## src/rtl/ex_muldiv_ctrl.sv

```systemverilog
// ex_muldiv_ctrl: 32-iteration multiply/divide sequencer for the EX stage.
// Accepts MULT/MULTU/DIV/DIVU, stalls the pipeline while iterating and
// writes the architectural HI/LO pair when the operation completes.
module ex_muldiv_ctrl (
   input  logic        clk,
   input  logic        rst,
   input  logic        start,
   input  logic [1:0]  op,
   input  logic [31:0] srcLeft,
   input  logic [31:0] srcRight,
   input  logic        flush,
   output logic        stallReq,
   output logic        resultValid,
   output logic [31:0] hi,
   output logic [31:0] lo
);

   typedef enum logic [1:0] {
      IDLE = 2'd0,
      RUN  = 2'd1,
      DONE = 2'd2
   } state_t;

   state_t      state;
   state_t      state_next;

   // Operation context captured at issue
   logic        is_div;
   logic        neg_quot;      // product / quotient must be negated
   logic        neg_rem;       // remainder takes the dividend's sign
   logic [31:0] mag_a;         // multiplicand, or dividend shifted out MSB-first
   logic [31:0] mag_b;         // multiplier shifted out LSB-first, or divisor
   logic [63:0] acc;           // MUL: {product_hi, product_lo}; DIV: {rem, quot}
   logic [4:0]  cnt;

   // Issue-time decode
   logic        op_div;
   logic        op_signed;
   logic        left_neg;
   logic        right_neg;
   logic        issue;
   logic        div_zero;

   // One iteration of the active loop
   logic [32:0] mul_sum;
   logic [32:0] div_rem;
   logic [32:0] div_diff;
   logic        div_ge;
   logic [63:0] acc_step;
   logic [63:0] fixed;

   // Absolute value for signed operands; unsigned operands pass through
   function automatic logic [31:0] magnitude(input logic [31:0] v, input logic neg);
      return neg ? (~v + 32'd1) : v;
   endfunction

   // Sign fix-up of the raw magnitude result, returned as {hi, lo}
   function automatic logic [63:0] sign_fix(input logic [63:0] raw, input logic div,
                                            input logic nq, input logic nr);
      logic [31:0] r_hi;
      logic [31:0] r_lo;
      if (!div) begin
         return nq ? (~raw + 64'd1) : raw;
      end
      r_hi = nr ? (~raw[63:32] + 32'd1) : raw[63:32];
      r_lo = nq ? (~raw[31:0] + 32'd1) : raw[31:0];
      return {r_hi, r_lo};
   endfunction

   // Decode the incoming request and decide whether it is accepted
   always_comb begin
      op_div    = op[1];
      op_signed = ~op[0];
      left_neg  = op_signed & srcLeft[31];
      right_neg = op_signed & srcRight[31];
      issue     = (state == IDLE) & start & ~flush;
      div_zero  = op_div & (srcRight == 32'd0);
      stallReq  = issue | (state == RUN);
   end

   // Single iteration: shift-add for multiply, restoring step for divide
   always_comb begin
      mul_sum  = {1'b0, acc[63:32]} + {1'b0, (mag_b[0] ? mag_a : 32'd0)};
      div_rem  = {acc[63:32], mag_a[31]};
      div_ge   = (div_rem >= {1'b0, mag_b});
      div_diff = div_rem - {1'b0, mag_b};
      if (is_div) begin
         acc_step = {(div_ge ? div_diff[31:0] : div_rem[31:0]), acc[30:0], div_ge};
      end else begin
         acc_step = {mul_sum, acc[31:1]};
      end
      fixed = sign_fix(acc_step, is_div, neg_quot, neg_rem);
   end

   // Next-state logic; flush overrides everything
   always_comb begin
      state_next = state;
      case (state)
         IDLE: if (issue) state_next = div_zero ? DONE : RUN;
         RUN:  if (cnt == 5'd31) state_next = DONE;
         DONE: state_next = IDLE;
         default: state_next = IDLE;
      endcase
      if (flush) state_next = IDLE;
   end

   // State register
   always_ff @(posedge clk) begin
      if (rst) state <= IDLE;
      else     state <= state_next;
   end

   // Operand capture, iteration registers and HI/LO write-back
   always_ff @(posedge clk) begin
      if (rst) begin
         is_div      <= 1'b0;
         neg_quot    <= 1'b0;
         neg_rem     <= 1'b0;
         mag_a       <= 32'd0;
         mag_b       <= 32'd0;
         acc         <= 64'd0;
         cnt         <= 5'd0;
         hi          <= 32'd0;
         lo          <= 32'd0;
         resultValid <= 1'b0;
      end else begin
         resultValid <= 1'b0;
         if (issue) begin
            is_div   <= op_div;
            neg_quot <= left_neg ^ right_neg;
            neg_rem  <= left_neg;
            mag_a    <= magnitude(srcLeft, left_neg);
            mag_b    <= magnitude(srcRight, right_neg);
            acc      <= 64'd0;
            cnt      <= 5'd0;
            if (div_zero) begin
               // Divide by zero leaves the raw dividend in HI, all-ones in LO
               hi          <= srcLeft;
               lo          <= 32'hFFFF_FFFF;
               resultValid <= 1'b1;
            end
         end else if (state == RUN && !flush) begin
            acc <= acc_step;
            cnt <= cnt + 5'd1;
            if (is_div) mag_a <= {mag_a[30:0], 1'b0};
            else        mag_b <= {1'b0, mag_b[31:1]};
            if (cnt == 5'd31) begin
               hi          <= fixed[63:32];
               lo          <= fixed[31:0];
               resultValid <= 1'b1;
            end
         end
      end
   end

endmodule

```

## config.mk

```make
export PLATFORM = sky130hd
export DESIGN_NAME = ex_muldiv_ctrl
export DESIGN_NICKNAME = d
export VERILOG_FILES = /design/src/rtl/ex_muldiv_ctrl.sv
export SDC_FILE = /design/constraint.sdc
export NUM_CORES = 1
export LEC_CHECK = 0
export CAP_MARGIN = 20
export CELL_PAD_IN_SITES_DETAIL_PLACEMENT = 1
export CELL_PAD_IN_SITES_GLOBAL_PLACEMENT = 1
export CORE_MARGIN = 3
export CORE_UTILIZATION = 44
export DETAILED_ROUTE_END_ITERATION = 10
export PLACE_DENSITY = 0.79
export SYNTH_ARGS = -nofsm -noshare
export SYNTH_HDL_FRONTEND = slang
export SYNTH_SLANG_ARGS = --single-unit
```

## constraint.sdc

```tcl
create_clock -name clk -period 5.7 [get_ports clk]
set_clock_uncertainty 0.15 [all_clocks]
set_input_delay 1.14 -clock clk [delete_from_list [all_inputs] [get_ports clk]]
set_output_delay 1.14 -clock clk [all_outputs]
set_load 0.02 [all_outputs]
```

==> results by group, run 1 <==
Setup path
  – Reg2Reg Depth: 20
  – Reg2reg end: hi[30]$_SDFFE_PP0P_
  – WP data arrival: between 5000 and 6000 ps
  – Most used cell, CP: buf_4
  – FF-to-FF setup slack: roughly 420 ps
  – Slowest library cell on the worst path: a211oi_1
  – Crit start category: flip-flop
  – Crit-path max cell delay: 810 ps
  – WP data required: about 6000 ps
  – WS Path Type: reg2reg
  – Worst setup EP type: flip-flop
  – CP cell instances: buf_4, and2_1, ha_1, inv_1, fa_1, nor2b_1, o2111ai_1, a211oi_1, nor3_1, buf_4, o21ai_0, xnor2_1, a211oi_1, buf_4, nor4_4, buf_4, and4_1, a21oi_1, xor2_1, o22ai_1
  – FF-to-FF Start: mag_b[0]$_SDFFE_PP0P_
  – CP max FO: 33

Yosys
  – Yosys warning total: 0
  – Cell count after synthesis: between 2000 and 2500
  – Largest cells by area after synthesis: dfxtp_1 (25%), nor2_1 (6.5%), nand2_1 (6.2%)
  – Post-synthesis sequential element count: ~200
  – Area leader, netlist: dfxtp_1
  – Ys flop type: dfxtp_1
  – Syn avg cell area: ~7.3 um^2
  – Synth cell types: 96
  – EDFF count, synth: 0
  – Syn nets: 2338
  – Post-synthesis async set-or-reset flop share: 0
  – Post-synth top area share: 0.253
  – Cell Area, Synth: approximately 0.016 mm^2
  – Sequential area share after synthesis: 0.253

Place
  – Port-buffer cells: between 100 and 150
  – HPWL after DPL: between 50 and 60 mm
  – Routability congestion estimate: roughly 0.98

STA
  – Setup TNS: 0 ps
  – Endpoints failing hold: 0
  – Worst slew pin tran: roughly 1100 ps
  – Final setup violation count: 0
  – Tcrit/Tclk final: 0.926
  – Final Max Slew Viols: 0
  – Maximum clock rate: between 150 and 200 MHz
  – Final min period: between 5000 and 6000 ps
  – Slew margin rel.: 0.248
  – RSZ-0062 raised after global routing: false

Power
  – Logic pwr share: 0.237
  – Internal power: approximately 2900 uW
  – Final Total Pwr: between 4000 and 5000 uW
  – Pwr/cell area: 226 mW/mm^2
  – Peak VDD IR: about 230 uV
  – NetSw: ~1400 uW
  – Leak pwr: between 0.007 and 0.008 uW
  – Share of total power in sequential cells: 0.352
  – Clock share of power: 0.411
  – Switching Fraction: 0.326

Cells and area
  – Commonest non-fill, non-tap cell in the layout: nor2_1
  – Ant. Diodes: 0
  – Most frequent cells in the layout: nor2_1 (272), nand2_1 (266), dfxtp_1 (202), a21oi_1 (159), clkdlybuf4s50_1 (134)
  – Area growth from synthesis to layout: 17.6%
  – Nets: between 2000 and 2500
  – Layout cells sized above 1: 0.0744

Drt
  – WL final: ~68 mm
  – Initial drt markers: ~1400
  – Via density: about 6.4
  – DR WL/cell: around 25 um
  – DRT Pass-1 Iters: 5
  – Residual DRC: 0
  – Antenna Nets Post-Route: 0
  – Vias post-DR: 17500

Floorplan
  – Std-Cell Rows: 69
  – Die X: roughly 200 um
  – Core ar.: 0.0357 mm^2
  – I/O Pins: 136
  – Die area: just under 0.04 mm^2
  – Die Y: around 200 um
  – Initial core utilization: 0.449

Global route
  – Total gr overflow: 0
  – Largest net degree at the start of global routing: about 100
  – Vias in the first global route: about 17000
  – GRT Overall Usage: 0.340
  – Initial antenna violation count: 1
  – First-pass GRT wire length: slightly above 100 mm

Worst hold path
  – Hold Path End: cnt[4]$_SDFFE_PP0P_
  – Hold Crit Depth: 2
  – Hold Path Origin: cnt[4]$_SDFFE_PP0P_
  – Hold Path Class: reg2reg

CTS
  – CTS tree: built
  – Clock-pin slew on the worst setup and hold paths: about 60 ps
  – Max H-tree Level: 1
  – Worst skew pair latency: 560 ps
  – CTS buffer count: 26
  – Root buf cell: clkbuf_16
  – Clk buf depth: 3
  – Clk sinks: slightly above 200

Run status
  – Status: completed

Run
  – Max-cap viol count: 0
Yosys cell counts, types with 5 or more instances:
master     count
a311oi_1      66
ha_1          71
and3_1        18
xnor2_1      105
a21oi_1      160
nor3b_1        8
o41ai_1        5
o21a_1        10
buf_1         16
nand2_1      266
nor3_1        61
o211ai_1      16
o21bai_1       8
mux2i_1       40
nor2_1       276
xor2_1        58
inv_1         66
o2111ai_1      6
and2_1        39
o22ai_1       11
a22oi_1        5
nand4_1       15
nand2b_1      13
a31o_2         9
a31oi_1       30
o21ai_1       10
a211oi_1      94
nor4_1        22
nand3_1       33
nor2b_1       12
or2_2          7
or3_1         18
buf_2         25
or4_1         11
o31ai_1       21
clkbuf_1     107
a21o_1        29
dfxtp_1      203
o21ai_0      122
nand3b_1       6
state kept, by name, summed over array words and instances (netlist names):
name and cells:
hi 32, mag_b 32, mag_a 32, is_div 1, neg_rem 1, acc 64
resultValid 1, state 2, cnt 5, neg_quot 1, lo 32
logic make-up after synthesis:
group | after synthesis | synth area share
AO/OA/AOI/OAI | 663 | 0.278
XOR/XNOR | 163 | 0.0889
adder cells (fa/ha/maj) | 73 | 0.0578
buffers and inverters | 217 | 0.0536
flip-flops | 203 | 0.253
multiplexers | 43 | 0.0270
AND/OR/NAND/NOR | 833 | 0.242
worst max path at each step:
| stage | from | to | slack (ps) | cells after the start |
|---|---|---|---|---|
| after floorplan | mag_b[26]$_SDFFE_PP0P_ | hi[14]$_SDFFE_PP0P_ | 730 | 22 |
| after global placement | srcRight[6] | hi[31]$_SDFFE_PP0P_ | 440 | 15 |
| after detailed placement | mag_b[14]$_SDFFE_PP0P_ | hi[14]$_SDFFE_PP0P_ | 320 | 20 |
| after CTS | mag_b[14]$_SDFFE_PP0P_ | hi[14]$_SDFFE_PP0P_ | 280 | 20 |
| after global routing | mag_b[14]$_SDFFE_PP0P_ | hi[14]$_SDFFE_PP0P_ | 7 | 20 |
| final | mag_b[0]$_SDFFE_PP0P_ | hi[30]$_SDFFE_PP0P_ | 420 | 20 |
worst max-delay path: cells and delay by family (launching register included):
| family | cells | cell delay (ps) |
|---|---|---|
| buffers and inverters | 5 | 1000 |
| XOR/XNOR | 2 | 390 |
| flip-flops | 1 | 350 |
| AND/OR/NAND/NOR | 5 | 730 |
| AO/OA/AOI/OAI | 6 | 1880 |
| adder cells (fa/ha/maj) | 2 | 620 |
layout make-up:
cell class	count	area [um^2]
clock buffers	37	753
repair buffers	204	1910
clock inverters	11	143
flip-flops and latches	203	4070
multi-input cells	1775	11200
inverters	67	251
fillers	4510	16900
well taps	461	577
metrics by stage:
stage | std cells | hold slack, ps | area [um^2] | setup WS (ps) | util
after floorplan | 2195 | 291 | 16100 | 730 | -
after global placement | 2708 | 298 | 17900 | 438 | 0.502
after detailed placement | 2708 | 310 | 17900 | 323 | 0.502
after CTS | 2756 | 322 | 18800 | 278 | 0.527
after global routing | 2758 | 357 | 18900 | 6.59 | 0.528
final | 2758 | 319 | 18900 | 419 | 0.528
per-layer routing:
layer  up-vias  wire length (um)  global-route usage
met3       132              4950              0.0756
met2       608             29900               0.535
met5         -                10                   0
met1      8693             30600               0.467
li1       8103                 -                   -
met4         2              2510               0.108
timing repair:
action / in CTS / in global routing
buffers inserted: 0 / 0
endpoints found under the setup margin: 0 / 8
gates resized for setup: 0 / 3
hold endpoints to repair: 0 / 0
hold buffers: 0 / 0
power groups by stage:
stage / combinational (uW) / sequential (uW) / clock [uW]
floorplan: 631 / 1510 / 0
global placement: 966 / 1530 / 0
detailed placement: 980 / 1530 / 0
CTS: 988 / 1500 / 1780
global route: 1090 / 1500 / 1840
finish: 1010 / 1500 / 1750
No activity file was read; power rests on OpenSTA's default activity.
==> inputs of run 2 (changes only) <==
--- a/config.mk
+++ b/config.mk
@@ -12,6 +12,7 @@
 export CORE_UTILIZATION = 44
 export DETAILED_ROUTE_END_ITERATION = 10
 export PLACE_DENSITY = 0.79
+export SLEW_MARGIN = 10
 export SYNTH_ARGS = -nofsm -noshare
 export SYNTH_HDL_FRONTEND = slang
 export SYNTH_SLANG_ARGS = --single-unit
==> results by group, run 2 (synthesis results as in run 1) <==
Run status
  – Status: completed

CTS
  – Setup Fix Bufs, Post-CTS: 0
  – Clk sinks: just over 200
  – Clk buf depth: 3
  – Root buf cell: clkbuf_16
  – Max H-tree Level: 1
  – Hold_buf cts: 0
  – Clock-pin slew on the worst setup and hold paths: 60 ps
  – CTS buffer count: 26
  – Worst skew pair latency: about 560 ps
  – CTS tree: built

Power
  – Final Total Pwr: 4260 uW
  – Leak pwr: a little over 0.007 uW
  – Pwr/cell area: roughly 230 mW/mm^2
  – Share of total power in sequential cells: 0.352
  – Switching Fraction: 0.326
  – Internal power: between 2000 and 3000 uW
  – Logic pwr share: 0.237
  – NetSw: between 1000 and 1500 uW
  – Clock share of power: 0.411
  – Peak VDD IR: about 230 uV

Setup path
  – Most used cell, CP: buf_4
  – Worst setup EP type: flip-flop
  – Crit-path max cell delay: between 800 and 900 ps
  – CP cell instances: buf_4, and2_1, ha_1, inv_1, fa_1, nor2b_1, o2111ai_1, a211oi_1, nor3_1, buf_4, o21ai_0, xnor2_1, a211oi_1, buf_4, nor4_4, buf_4, and4_1, a21oi_1, xor2_1, o22ai_1
  – Slowest library cell on the worst path: a211oi_1
  – WP data required: between 5000 and 6000 ps
  – Crit start category: flip-flop
  – Reg2Reg Depth: 20
  – CP max FO: 33
  – WS Path Type: reg2reg
  – WP data arrival: about 5600 ps

Global route
  – First-pass GRT wire length: approximately 100 mm
  – GRT Overall Usage: 0.340
  – Initial antenna violation count: 1
  – Global-route met3 utilization: 0.0756
  – GR Util met1: 0.467
  – Global routing's busiest layer: met2
  – Total gr overflow: 0
  – Met2 GRT Util: 0.535
  – Vias in the first global route: between 15000 and 20000
  – Largest net degree at the start of global routing: roughly 100

Cells and area
  – # fillers: roughly 4500
  – Design Area, Final: about 0.019 mm^2
  – Fin cells: between 2000 and 3000
  – Area occupied by multi-input gates: approximately 0.011 mm^2
  – Largest register FFs: 64
  – Ant. Diodes: 0
  – Post-layout util: 0.528
  – Reg with most FFs: acc
  – Area growth from synthesis to layout: 17.6%
  – Commonest non-fill, non-tap cell in the layout: nor2_1
  – Layout cells sized above 1: 0.0744
  – Nets: around 2400
  – Register area: 0.00407 mm^2
  – Most frequent cells in the layout: nor2_1 (272), nand2_1 (266), dfxtp_1 (202), a21oi_1 (159), clkdlybuf4s50_1 (134)

Worst hold path
  – Hold Crit Depth: 2
  – Hold Path Class: reg2reg

Run
  – Max-cap viol count: 0

Drt
  – Via density: between 6 and 7
  – Residual DRC: 0
  – Antenna Nets Post-Route: 0
  – Vias post-DR: between 15000 and 20000
  – DR WL/cell: about 25 um
  – WL final: ~68 mm
  – DRT Pass-1 Iters: 5
  – Initial drt markers: between 1000 and 1500

STA
  – Slew margin rel.: 0.239
  – Maximum clock rate: 189 MHz
  – Tcrit/Tclk final: 0.930
  – Final setup violation count: 0
  – Final Max Slew Viols: 0
  – Worst slew pin tran: 1130 ps
  – Final min period: ~5300 ps
  – Endpoints failing hold: 0
  – RSZ-0062 raised after global routing: false
  – Setup TNS: 0 ps

Place
  – Port-buffer cells: 135
  – Placed insts: approximately 2700
  – HPWL after DPL: about 52 mm
  – Placement Cell Area: around 0.018 mm^2
  – Routability congestion estimate: between 0.9 and 1

Floorplan
  – Core ar.: roughly 0.036 mm^2
  – I/O Pins: 136
  – Die X: around 200 um
  – Initial core utilization: 0.449
  – Die Y: approximately 200 um
  – Std-Cell Rows: just under 70
  – Die area: between 0.03 and 0.04 mm^2
-- run 2: cell type report --
| type | count | share of cell area |
|---|---|---|
| clock buffer | 37 | 0.0399 |
| clock inverter | 11 | 0.00755 |
| multi-input combinational | 1775 | 0.592 |
| timing repair buffer | 204 | 0.101 |
| tap | 461 | 0.0306 |
| inverter | 67 | 0.0133 |
| sequential | 203 | 0.215 |
-- run 2: repair_timing --
action,4_1_cts,5_1_grt
hold endpoints to repair,0,0
gates resized for setup,0,3
endpoints found under the setup margin,0,8
-- run 2: final timing paths --
path,from,endpoint,slack (ps)
worst min-delay path,cnt[4]$_SDFFE_PP0P_,cnt[4]$_SDFFE_PP0P_,320
worst max-delay path,mag_b[0]$_SDFFE_PP0P_,hi[30]$_SDFFE_PP0P_,400
worst min register to register,cnt[4]$_SDFFE_PP0P_,cnt[4]$_SDFFE_PP0P_,320
worst max register to register,mag_b[0]$_SDFFE_PP0P_,hi[30]$_SDFFE_PP0P_,400
-- run 2: layer usage --
layer,routed length [um],part of all wire,up-vias
met4,2420,0.036,2
met5,10,0.00015,-
met3,5190,0.077,121
met2,29900,0.44,595
met1,30200,0.45,8659
li1,-,-,8107
-- run 2: worst max-delay path, delay by kind of cell (launching register included) --
family / cells / cell delay, ps
DFF: 1 / 350
xor gates and xnor gates: 2 / 400
adders and majority gates: 2 / 620
buffers and inverters: 5 / 1000
and+or+nand+nor: 5 / 740
AOI/OAI and AO/OA: 6 / 1890
-- run 2: metrics by stage --
step | worst slack, ps | hold WS, ps
after floorplan | 730 | 291
after global placement | 438 | 298
after detailed placement | 323 | 310
after CTS | 278 | 322
after global routing | 6.59 | 357
final | 399 | 319
-- run 2: power by group through the flow --
stage	clock (uW)	sequential [uW]	combinational, uW
floorplan	0	1510	631
global placement	0	1530	966
detailed placement	0	1530	980
CTS	1780	1500	988
global route	1840	1500	1090
finish	1750	1500	1010
==> inputs of run 3 (changes only) <==
--- a/config.mk
+++ b/config.mk
@@ -8,7 +8,7 @@
 export CAP_MARGIN = 20
 export CELL_PAD_IN_SITES_DETAIL_PLACEMENT = 1
 export CELL_PAD_IN_SITES_GLOBAL_PLACEMENT = 1
-export CORE_MARGIN = 3
+export CORE_MARGIN = 8
 export CORE_UTILIZATION = 44
 export DETAILED_ROUTE_END_ITERATION = 10
 export PLACE_DENSITY = 0.79
==> results by group, run 3 (synthesis results as in run 1) <==
Setup path
  – CP cell instances: ha_2, a21oi_2, o21ai_1, a31o_1, o31ai_4, a31o_2, ha_1, nor3b_1, o221ai_2, nor4_1, nand3_1, or2_1, or3_1, nor2_1, and3b_1, o22ai_1, a21oi_1, xnor2_1, a2111oi_1
  – Crit path buf inv count: 0
  – Crit-path max cell delay: 430 ps
  – Top delay family on crit path: compound AO/OA/AOI/OAI gates
  – CP max FO: 7
  – Reg2Reg Depth: 19
  – WP data required: ~6000 ps
  – FF-to-FF setup slack: just under 300 ps
  – Worst path depth: 19
  – Slowest library cell on the worst path: a2111oi_1
  – WS Path Type: reg2reg
  – CP endpoint: hi[14]$_SDFFE_PP0P_
  – Crit start category: flip-flop
  – Crit. Startpoint: acc[43]$_SDFFE_PP0P_
  – Worst setup EP type: flip-flop
  – Reg2reg end: hi[14]$_SDFFE_PP0P_
  – WP data arrival: 5690 ps
  – FF-to-FF Start: acc[43]$_SDFFE_PP0P_

Cells and area
  – Most frequent cells in the layout: nor2_1 (273), nand2_1 (266), dfxtp_1 (202), a21oi_1 (158), clkdlybuf4s50_1 (134)
  – # fillers: ~4600
  – Area growth from synthesis to layout: 19.7%
  – Ant. Diodes: 0
  – Layout cells sized above 1: 0.0921
  – Design Area, Final: 0.0192 mm^2
  – Reg with most FFs: acc
  – Commonest non-fill, non-tap cell in the layout: nor2_1
  – Post-layout util: 0.530
  – Largest register FFs: 64
  – Nets: roughly 2500

Global route
  – Initial antenna violation count: 0
  – First-pass GRT wire length: approximately 110 mm
  – Total gr overflow: 0
  – Vias in the first global route: between 15000 and 20000
  – GRT Overall Usage: 0.309
  – Largest net degree at the start of global routing: about 160

CTS
  – Clk buf depth: 3
  – Hold_buf cts: 0
  – Setup Fix Bufs, Post-CTS: 0
  – CTS-repair resized insts: 0
  – Root buf cell: clkbuf_16
  – Worst skew pair latency: approximately 560 ps
  – Max H-tree Level: 1
  – CTS tree: built
  – CTS buffer count: 26
  – Clock-pin slew on the worst setup and hold paths: 60 ps
  – Clk sinks: 203

Place
  – Placement Cell Area: between 0.015 and 0.02 mm^2
  – Routability congestion estimate: between 1 and 1.5
  – Placement Setup Slack: between 150 and 200 ps
  – HPWL after DPL: between 50 and 60 mm
  – Port-buffer cells: 135

STA
  – Tcrit/Tclk final: 0.949
  – Final Max Slew Viols: 0
  – Final min period: 5410 ps
  – Maximum clock rate: roughly 180 MHz
  – RSZ-0062 raised after global routing: false
  – Worst slew pin tran: 1060 ps
  – Final worst setup slack: between 200 and 300 ps
  – Setup TNS: 0 ps
  – Final setup violation count: 0
  – Slew margin rel.: 0.293
  – Hold Slack: about 310 ps
  – Endpoints failing hold: 0

Power
  – Pwr/cell area: 225 mW/mm^2
  – Switching Fraction: 0.329
  – Leak pwr: 0.00725 uW
  – Clock share of power: 0.410
  – Peak VDD IR: 258 uV
  – Logic pwr share: 0.244
  – Share of total power in sequential cells: 0.346
  – Internal power: 2900 uW
  – NetSw: about 1400 uW

Drt
  – DRT Pass-1 Iters: 6
  – Via density: 6.31
  – Vias post-DR: approximately 18000
  – Antenna Nets Post-Route: 0
  – DR WL/cell: between 20 and 25 um
  – Initial drt markers: around 1500
  – WL final: approximately 69 mm
  – Residual DRC: 0

Floorplan
  – I/O Pins: about 140
  – Die X: 207 um
  – Die Y: between 200 and 250 um
  – Initial core utilization: 0.443
  – Die area: between 0.04 and 0.05 mm^2
  – Std-Cell Rows: 70
  – Core ar.: approximately 0.036 mm^2

Run status
  – Status: completed

Worst hold path
  – Hold Path Class: reg2reg

Run
  – Max-cap viol count: 0
## run 3: changes by cell type in the layout (fill, tap and decap cells not counted), moves of 2 or more
cell,delta
o21ai_1,+2
buf_4,+37
o21ai_0,-2
clkbuf_1,-4
a21oi_4,+2
clkinv_2,+6
## run 3: how the worst min path moves through the flow
stage                     slack (ps)                start  cells after the start             endpoint
after CTS                        320  cnt[4]$_SDFFE_PP0P_                      2  cnt[4]$_SDFFE_PP0P_
after floorplan                  290  cnt[4]$_SDFFE_PP0P_                      2  cnt[4]$_SDFFE_PP0P_
after global placement           300  cnt[4]$_SDFFE_PP0P_                      2  cnt[4]$_SDFFE_PP0P_
after detailed placement         300  cnt[4]$_SDFFE_PP0P_                      2  cnt[4]$_SDFFE_PP0P_
after global routing             340  hi[23]$_SDFFE_PP0P_                      2  hi[23]$_SDFFE_PP0P_
final                            310  cnt[4]$_SDFFE_PP0P_                      2  cnt[4]$_SDFFE_PP0P_
## run 3: stage by stage
step	total power, uW	cells
6_report	4330	2803
5_1_grt	4490	2803
4_1_cts	4330	2802
3_5_place_dp	2550	2754
3_3_place_gp	2530	2754
2_1_floorplan	2140	2195
## run 3: power groups by stage
stage | combinational, uW | clock (uW) | sequential (uW)
after CTS | 1030 | 1800 | 1490
after global placement | 1000 | 0 | 1520
after floorplan | 631 | 0 | 1510
after detailed placement | 1020 | 0 | 1530
final | 1060 | 1770 | 1500
after global routing | 1130 | 1850 | 1500
## run 3: metal layers
layer / track usage / part of all wire / up-vias
li1: - / - / 8185
met1: 0.424 / 0.46 / 8796
met2: 0.500 / 0.45 / 590
met3: 0.0447 / 0.063 / 105
met4: 0.0841 / 0.027 / 0
met5: 0 / 0 / -
## run 3: worst reg2reg max path, cell delays in order (launching register included)
cell and delay (ps):
dfxtp_1 420, ha_2 370, a21oi_2 190, o21ai_1 150, a31o_1 340, o31ai_4 390, a31o_2 250, ha_1 180
nor3b_1 300, o221ai_2 180, nor4_1 290, nand3_1 140, or2_1 290, or3_1 400, nor2_1 190, and3b_1 250
o22ai_1 120, a21oi_1 170, xnor2_1 90, a2111oi_1 430
## run 3: final cells by class
type / count / area [um^2] / share of cell area
timing repair buffer: 242 / 2200 / 0.114
clock buffer: 31 / 699 / 0.0364
inverter: 67 / 251 / 0.0131
multi-input combinational: 1775 / 11200 / 0.583
clock inverter: 17 / 203 / 0.0105
sequential: 203 / 4070 / 0.212
tap: 468 / 586 / 0.0305
==> variant 1 (flow settings as in run 2) <==
Make the reset (`rst`) asynchronous in 2 clocked blocks.
--- a/src/rtl/ex_muldiv_ctrl.sv
+++ b/src/rtl/ex_muldiv_ctrl.sv
@@ -107,3 +107,3 @@
    // State register
-   always_ff @(posedge clk) begin
+   always_ff @(posedge clk or posedge rst) begin
       if (rst) state <= IDLE;
@@ -113,3 +113,3 @@
    // Operand capture, iteration registers and HI/LO write-back
-   always_ff @(posedge clk) begin
+   always_ff @(posedge clk or posedge rst) begin
       if (rst) begin
Check against the original RTL: differs if rst is asserted again (counterexample within 4 cycles, from zero or initial values and one cycle with rst high); with rst held inactive, the same outputs for 4 cycles.
==> variant 1 against run 2 <==
Area after synthesis up 1.2%; cell count decreased by 5.3%; sequential cell count is the same; design area is 1.2% higher; global-route usage fell by 3.3 points; worst setup slack got worse by 0.21 ns; maximum frequency down 3.8%; wire length is 9.6% lower; die area up 1.2%.
Power is not compared: it rests on default switching activity, and its combinational part moved more than twofold at a synthesized area within 25%.
==> variant 1: results (changes against run 2) <==
status=finished clean (unchanged); Clock Path Buffers=3 (unchanged); Crit path max-delay family=compound AO/OA/AOI/OAI gates (unchanged); EDFF count, synth=0 (unchanged); Post-Syn Area per Cell=7.967 µm² (was 7.314 µm²); Worst Hold Depth=2 (unchanged); Area contributors post-synth=dfrtp_1 (31%), a21oi_1 (6.4%), o21ai_0 (5.9%) (was dfxtp_1 (25%), nor2_1 (6.5%), nand2_1 (6.2%)); register area share after synthesis=31.27% (was 25.31%); Post-Synth Adder-Cell Area=5.715% (was 5.783%); slowest CP cell=o31ai_4 (was a211oi_1); reg-to-reg setup timing slack=0.19 ns (was 0.40 ns); global-route wire length before repair=95580 µm (was 103600 µm); Unique masters post-synth=97 (was 96); fraction of layout cells with a size suffix above 1=6.462% (was 7.444%); xor/xnor cell area share of the yosys netlist=8.303% (was 8.893%); CP max stage delay=0.60 ns (was 0.81 ns); fraction of registers with async set/reset=100.0% (was 0%); LEAKAGE=7.931 nW; syn_nets=2182 (was 2338); 1st-iter DRT viols=889 (was 1297); antenna violations before repair=0 (was 1); DR vias/cell=6.147 (was 6.339); dpl ws=0.2655 ns (was 0.3234 ns); worst hold path type=reg -> reg (unchanged); crit path to=hi[20]$_DFFE_PP0P_ (was hi[30]$_SDFFE_PP0P_); clock latency on the worst-skew pair=0.58 ns (was 0.56 ns); Post-DP Area=18090 µm² (was 17950 µm²); Synth Area in Compound Gates=26.86% (was 27.78%); I/O Buffers=135 (unchanged); synth cell count leaders=nand2_1 (216), a21oi_1 (207), dfrtp_1 (203) (was nor2_1 (276), nand2_1 (266), dfxtp_1 (203)); largest net degree at the start of global routing=157 (was 101); Largest register FFs=64 (unchanged); total CTS buffers=26 (unchanged); hold slack final=0.3330 ns (was 0.3187 ns); Root Driver=clkbuf_16 (unchanged); fin cells=2612 (was 2758); Crit. Startpoint=acc[35]$_DFFE_PP0P_ (was mag_b[0]$_SDFFE_PP0P_); Worst VDD drop=0.3181 mV; largest register by flop count=acc (unchanged); post-synthesis mux area share=2.696% (was 2.704%); Slew @ Worst Pin=1.012 ns (was 1.132 ns); WL/cell=23.44 µm (was 24.57 µm); antenna diode count=0 (unchanged); vias in the first global route=16790 (was 17350); first-pass iteration count of the detailed router=5 (unchanged); post-route minimum period=5.509 ns (was 5.301 ns); Synthesis Warnings=0 (unchanged); clk slew on worst S/H paths=0.06 ns (about the same); Detail Placement HPWL=45690 µm (was 51810 µm); routability cong.=0.9446 (was 0.9756); Final nets=2274 (was 2420); Tot GR Track Use=30.71% (was 34.01%); CTS H-tree lvls=1 (unchanged); Critical Path Fanout Max=9 (was 33); Crit path arrival time=5.75 ns (was 5.55 ns); Post-synth top flop=dfrtp_1 (was dfxtp_1)
-- variant 1: changes by cell type in the layout (fill, tap and decap cells not counted), moves of 17 or more --
| cell | delta |
|---|---|
| dfrtp_1 | +202 |
| o21ai_0 | +68 |
| buf_4 | -23 |
| nand2_1 | -50 |
| a311oi_1 | -63 |
| dfxtp_1 | -202 |
| a21oi_1 | +45 |
| nor2_1 | -73 |
| nor3_1 | -26 |
| a22o_1 | +17 |
| a211oi_1 | -49 |
| o211ai_1 | +20 |
-- variant 1: report_power, final --
group	leakage [nW]	total (W)	switching (W)	internal, W
Clock	0.468	0.00185	0.000702	0.00115
Combinational	4.91	0.00739	0.00460	0.00279
Sequential	2.55	0.00248	0.000523	0.00195
Total	7.93	0.0117	0.00583	0.00589
-- variant 1: area by class of cell --
| class | count | area, µm² |
|---|---|---|
| clock buffer | 38 | 755.7 |
| clock inverter | 10 | 200.2 |
| fill | 4347 | 16890 |
| inverter | 65 | 247.7 |
| multi-input combinational | 1653 | 10500 |
| sequential | 203 | 5084 |
| tap | 461 | 576.8 |
| timing repair buffer | 182 | 1745 |
-- variant 1: metal layers --
metal,up-vias,GRT usage [%],routed length (µm)
met5,-,0,0
met4,0,11.64,2491
met3,126,3.318,2155
met2,340,54.00,30490
met1,8052,38.88,26080
li1,7537,-,-
-- variant 1: per-stage QoR --
stage	power, W	TNS (ns)
2_1_floorplan	0.007283	0
3_3_place_gp	0.009559	0
3_5_place_dp	0.009726	0
4_1_cts	0.01166	0
5_1_grt	0.01253	-0.06461
6_report	0.01172	0
-- variant 1: repair_timing --
action	in CTS	in global routing
setup buffers	0	6
setup endpoints to repair	0	4
resized for setup	0	2
-- variant 1: worst min-delay path by stage --
stage | start | end
floorplan | acc[0]$_DFFE_PP0P_ | acc[0]$_DFFE_PP0P_
global placement | hi[23]$_DFFE_PP0P_ | hi[23]$_DFFE_PP0P_
detailed placement | mag_b[10]$_DFFE_PP0P_ | mag_b[10]$_DFFE_PP0P_
CTS | mag_b[10]$_DFFE_PP0P_ | mag_b[10]$_DFFE_PP0P_
global route | acc[0]$_DFFE_PP0P_ | acc[0]$_DFFE_PP0P_
finish | mag_b[10]$_DFFE_PP0P_ | mag_b[10]$_DFFE_PP0P_
-- variant 1: kinds of logic (layout without fill, tap and decap cells) --
family | Yosys count | after routing
AOI/OAI and AO/OA | 688 | 688
xor gates and xnor gates | 154 | 154
adders and majority gates | 73 | 73
buffers and inverters | 183 | 295
DFF | 203 | 203
muxes | 43 | 43
and+or+nand+nor | 695 | 695
-- variant 1: tightest hold or removal path, delay by kind of cell (launching register included) --
family	cells	cell delay [ns]
simple gates	1	0.05
compound gates	1	0.06
flops	1	0.34
==> variant 2 (settings of run 2) <==
Without the edit above. Re-encode `state_t` (3 states) as one-hot, 3 bits wide.
--- a/src/rtl/ex_muldiv_ctrl.sv
+++ b/src/rtl/ex_muldiv_ctrl.sv
@@ -17,6 +17,6 @@
 
-   typedef enum logic [1:0] {
-      IDLE = 2'd0,
-      RUN  = 2'd1,
-      DONE = 2'd2
+   typedef enum logic [2:0] {
+      IDLE = 3'b001,
+      RUN  = 3'b010,
+      DONE = 3'b100
    } state_t;
Function: no difference found for any inputs over 4 cycles, from zero or initial values and one cycle with rst high; so few cycles prove little.
==> variant 2 against run 2 <==
Critical endpoint is now hi[8]$_SDFFE_PP0P_; first-iteration DRC count grew 5.2%; total power grew 3.8%; area after synthesis grew 2.4%; wire length rose by 1.9%; cell count is 2.0% higher; die area grew 2.4%; design area rose by 2.8%; synthesized cell count rose by 1.5%; count of clock-buffer cells in the layout shrank 3; sequential cell count up 1; worst setup slack got worse by 0.075 ns.
==> variant 2: results (changes against run 2) <==
status=finished clean (unchanged); register area share after synthesis=24.83% (was 25.31%); antenna diode count=0 (unchanged); largest net degree at the start of global routing=79 (was 101); cell area after layout=19410 µm² (was 18880 µm²); Unique masters post-synth=104 (was 96); Final nets=2467 (was 2420); CP max stage delay=0.52 ns (was 0.81 ns); reg-to-reg setup timing slack=0.32 ns (was 0.40 ns); Detail Placement HPWL=52710 µm (was 51810 µm); CP Launch Type=flip-flop (unchanged); global-route wire length before repair=105900 µm (was 103600 µm); routability cong.=0.9681 (was 0.9756); clk slew on worst S/H paths=0.07 ns; hold path start=cnt[4]$_SDFFE_PP0P_ (unchanged); largest register by flop count=acc (unchanged); Crit path arrival time=5.70 ns (was 5.55 ns); setup bufs post-CTS=0 (unchanged); Post-DP Area=18430 µm² (was 17950 µm²); Post-synth top flop=dfxtp_1 (unchanged); slowest CP cell=or4_4 (was a211oi_1); 1st-iter DRT viols=1365 (was 1297); synth cell count leaders=nor2_1 (276), nand2_1 (226), a21oi_1 (209) (was nor2_1 (276), nand2_1 (266), dfxtp_1 (203)); first-pass iteration count of the detailed router=5 (unchanged); LEAKAGE=7.111 nW (was 7.046 nW); vias in the first global route=18140 (was 17350); Largest register FFs=64 (unchanged); headroom to the max-slew limit=36.15% (was 23.86%); syn_nets=2372 (was 2338); Tot GR Track Use=33.91% (was 34.01%); reg2reg start=mag_b[10]$_SDFFE_PP0P_ (was mag_b[0]$_SDFFE_PP0P_); Critical Path Fanout Max=6 (was 33); Cell Int Power=0.002949 W (was 0.002874 W); Synthesis Warnings=0 (unchanged); clock latency on the worst-skew pair=0.58 ns (was 0.56 ns); Clock Path Buffers=3 (unchanged); fraction of registers with async set/reset=0% (unchanged); Area contributors post-synth=dfxtp_1 (25%), a21oi_1 (6.4%), nor2_1 (6.3%) (was dfxtp_1 (25%), nor2_1 (6.5%), nand2_1 (6.2%)); fraction of layout cells with a size suffix above 1=9.172% (was 7.444%); Root Driver=clkbuf_16 (unchanged); DR vias/cell=6.403 (was 6.339); WL final=69020 µm (was 67750 µm); Worst VDD drop=0.2120 mV (was 0.2324 mV); Fillers=4551 (was 4508)
[variant 2: layout make-up]
cell class	count	area share [%]
multi-input combinational	1810	59.53
tap	468	3.016
sequential	204	21.07
clock inverter	14	1.096
timing repair buffer	219	10.30
inverter	63	1.218
clock buffer	34	3.764
[variant 2: through the flow]
step / setup WS (ns) / total power [W] / cells / hold slack (ns)
2_1_floorplan: 0.1445 / 0.002189 / 2229 / 0.2906
3_3_place_gp: 0.3442 / 0.002568 / 2763 / 0.2963
3_5_place_dp: 0.2161 / 0.002585 / 2764 / 0.3085
4_1_cts: 0.1439 / 0.004413 / 2812 / 0.3160
5_1_grt: 0.05778 / 0.004583 / 2812 / 0.3579
6_report: 0.3237 / 0.004427 / 2812 / 0.3167
[variant 2: logic make-up after synthesis]
logic type                 Yosys count  share of synthesized area [%]
and+or+nand+nor                    868                          25.70
DFF                                204                          24.83
buffers and inverters              215                          5.409
adders and majority gates           73                          5.645
xor gates and xnor gates           154                          8.201
muxes                               45                          2.807
AOI/OAI and AO/OA                  670                          27.40
[variant 2: worst paths after layout]
kind / to / cells after the start
min: cnt[4]$_SDFFE_PP0P_ / 2
max: hi[8]$_SDFFE_PP0P_ / 21
min reg2reg: cnt[4]$_SDFFE_PP0P_ / 2
max reg2reg: hi[8]$_SDFFE_PP0P_ / 21
[variant 2: critical path: cells and delay by family (launching register included)]
family	cells	cell delay, ns
buffers and inverters	2	0.16
xor gates and xnor gates	1	0.15
DFF	1	0.37
and+or+nand+nor	8	2.38
AOI/OAI and AO/OA	8	1.48
adders and majority gates	2	0.58
[variant 2: timing repair]
action                                  CTS  global route
endpoints found under the setup margin    0             5
endpoints found under the hold margin     0             0
resized for setup                         0            13
[variant 2: power by group through the flow]
| stage | registers (W) | clock network, W | logic, W |
|---|---|---|---|
| floorplan | 0.00150 | 0 | 0.000692 |
| global placement | 0.00151 | 0 | 0.00105 |
| detailed placement | 0.00151 | 0 | 0.00107 |
| CTS | 0.00148 | 0.00185 | 0.00108 |
| global route | 0.00149 | 0.00192 | 0.00118 |
| finish | 0.00148 | 0.00184 | 0.00111 |
[variant 2: metal layers]
metal / GRT usage [%] / vias to the layer above / part of all wire [%]
met3: 5.159 / 157 / 5.3
met1: 44.33 / 8995 / 43
met2: 56.36 / 521 / 47
met5: 0 / - / 0.014
li1: - / 8330 / -
met4: 13.57 / 2 / 4.5
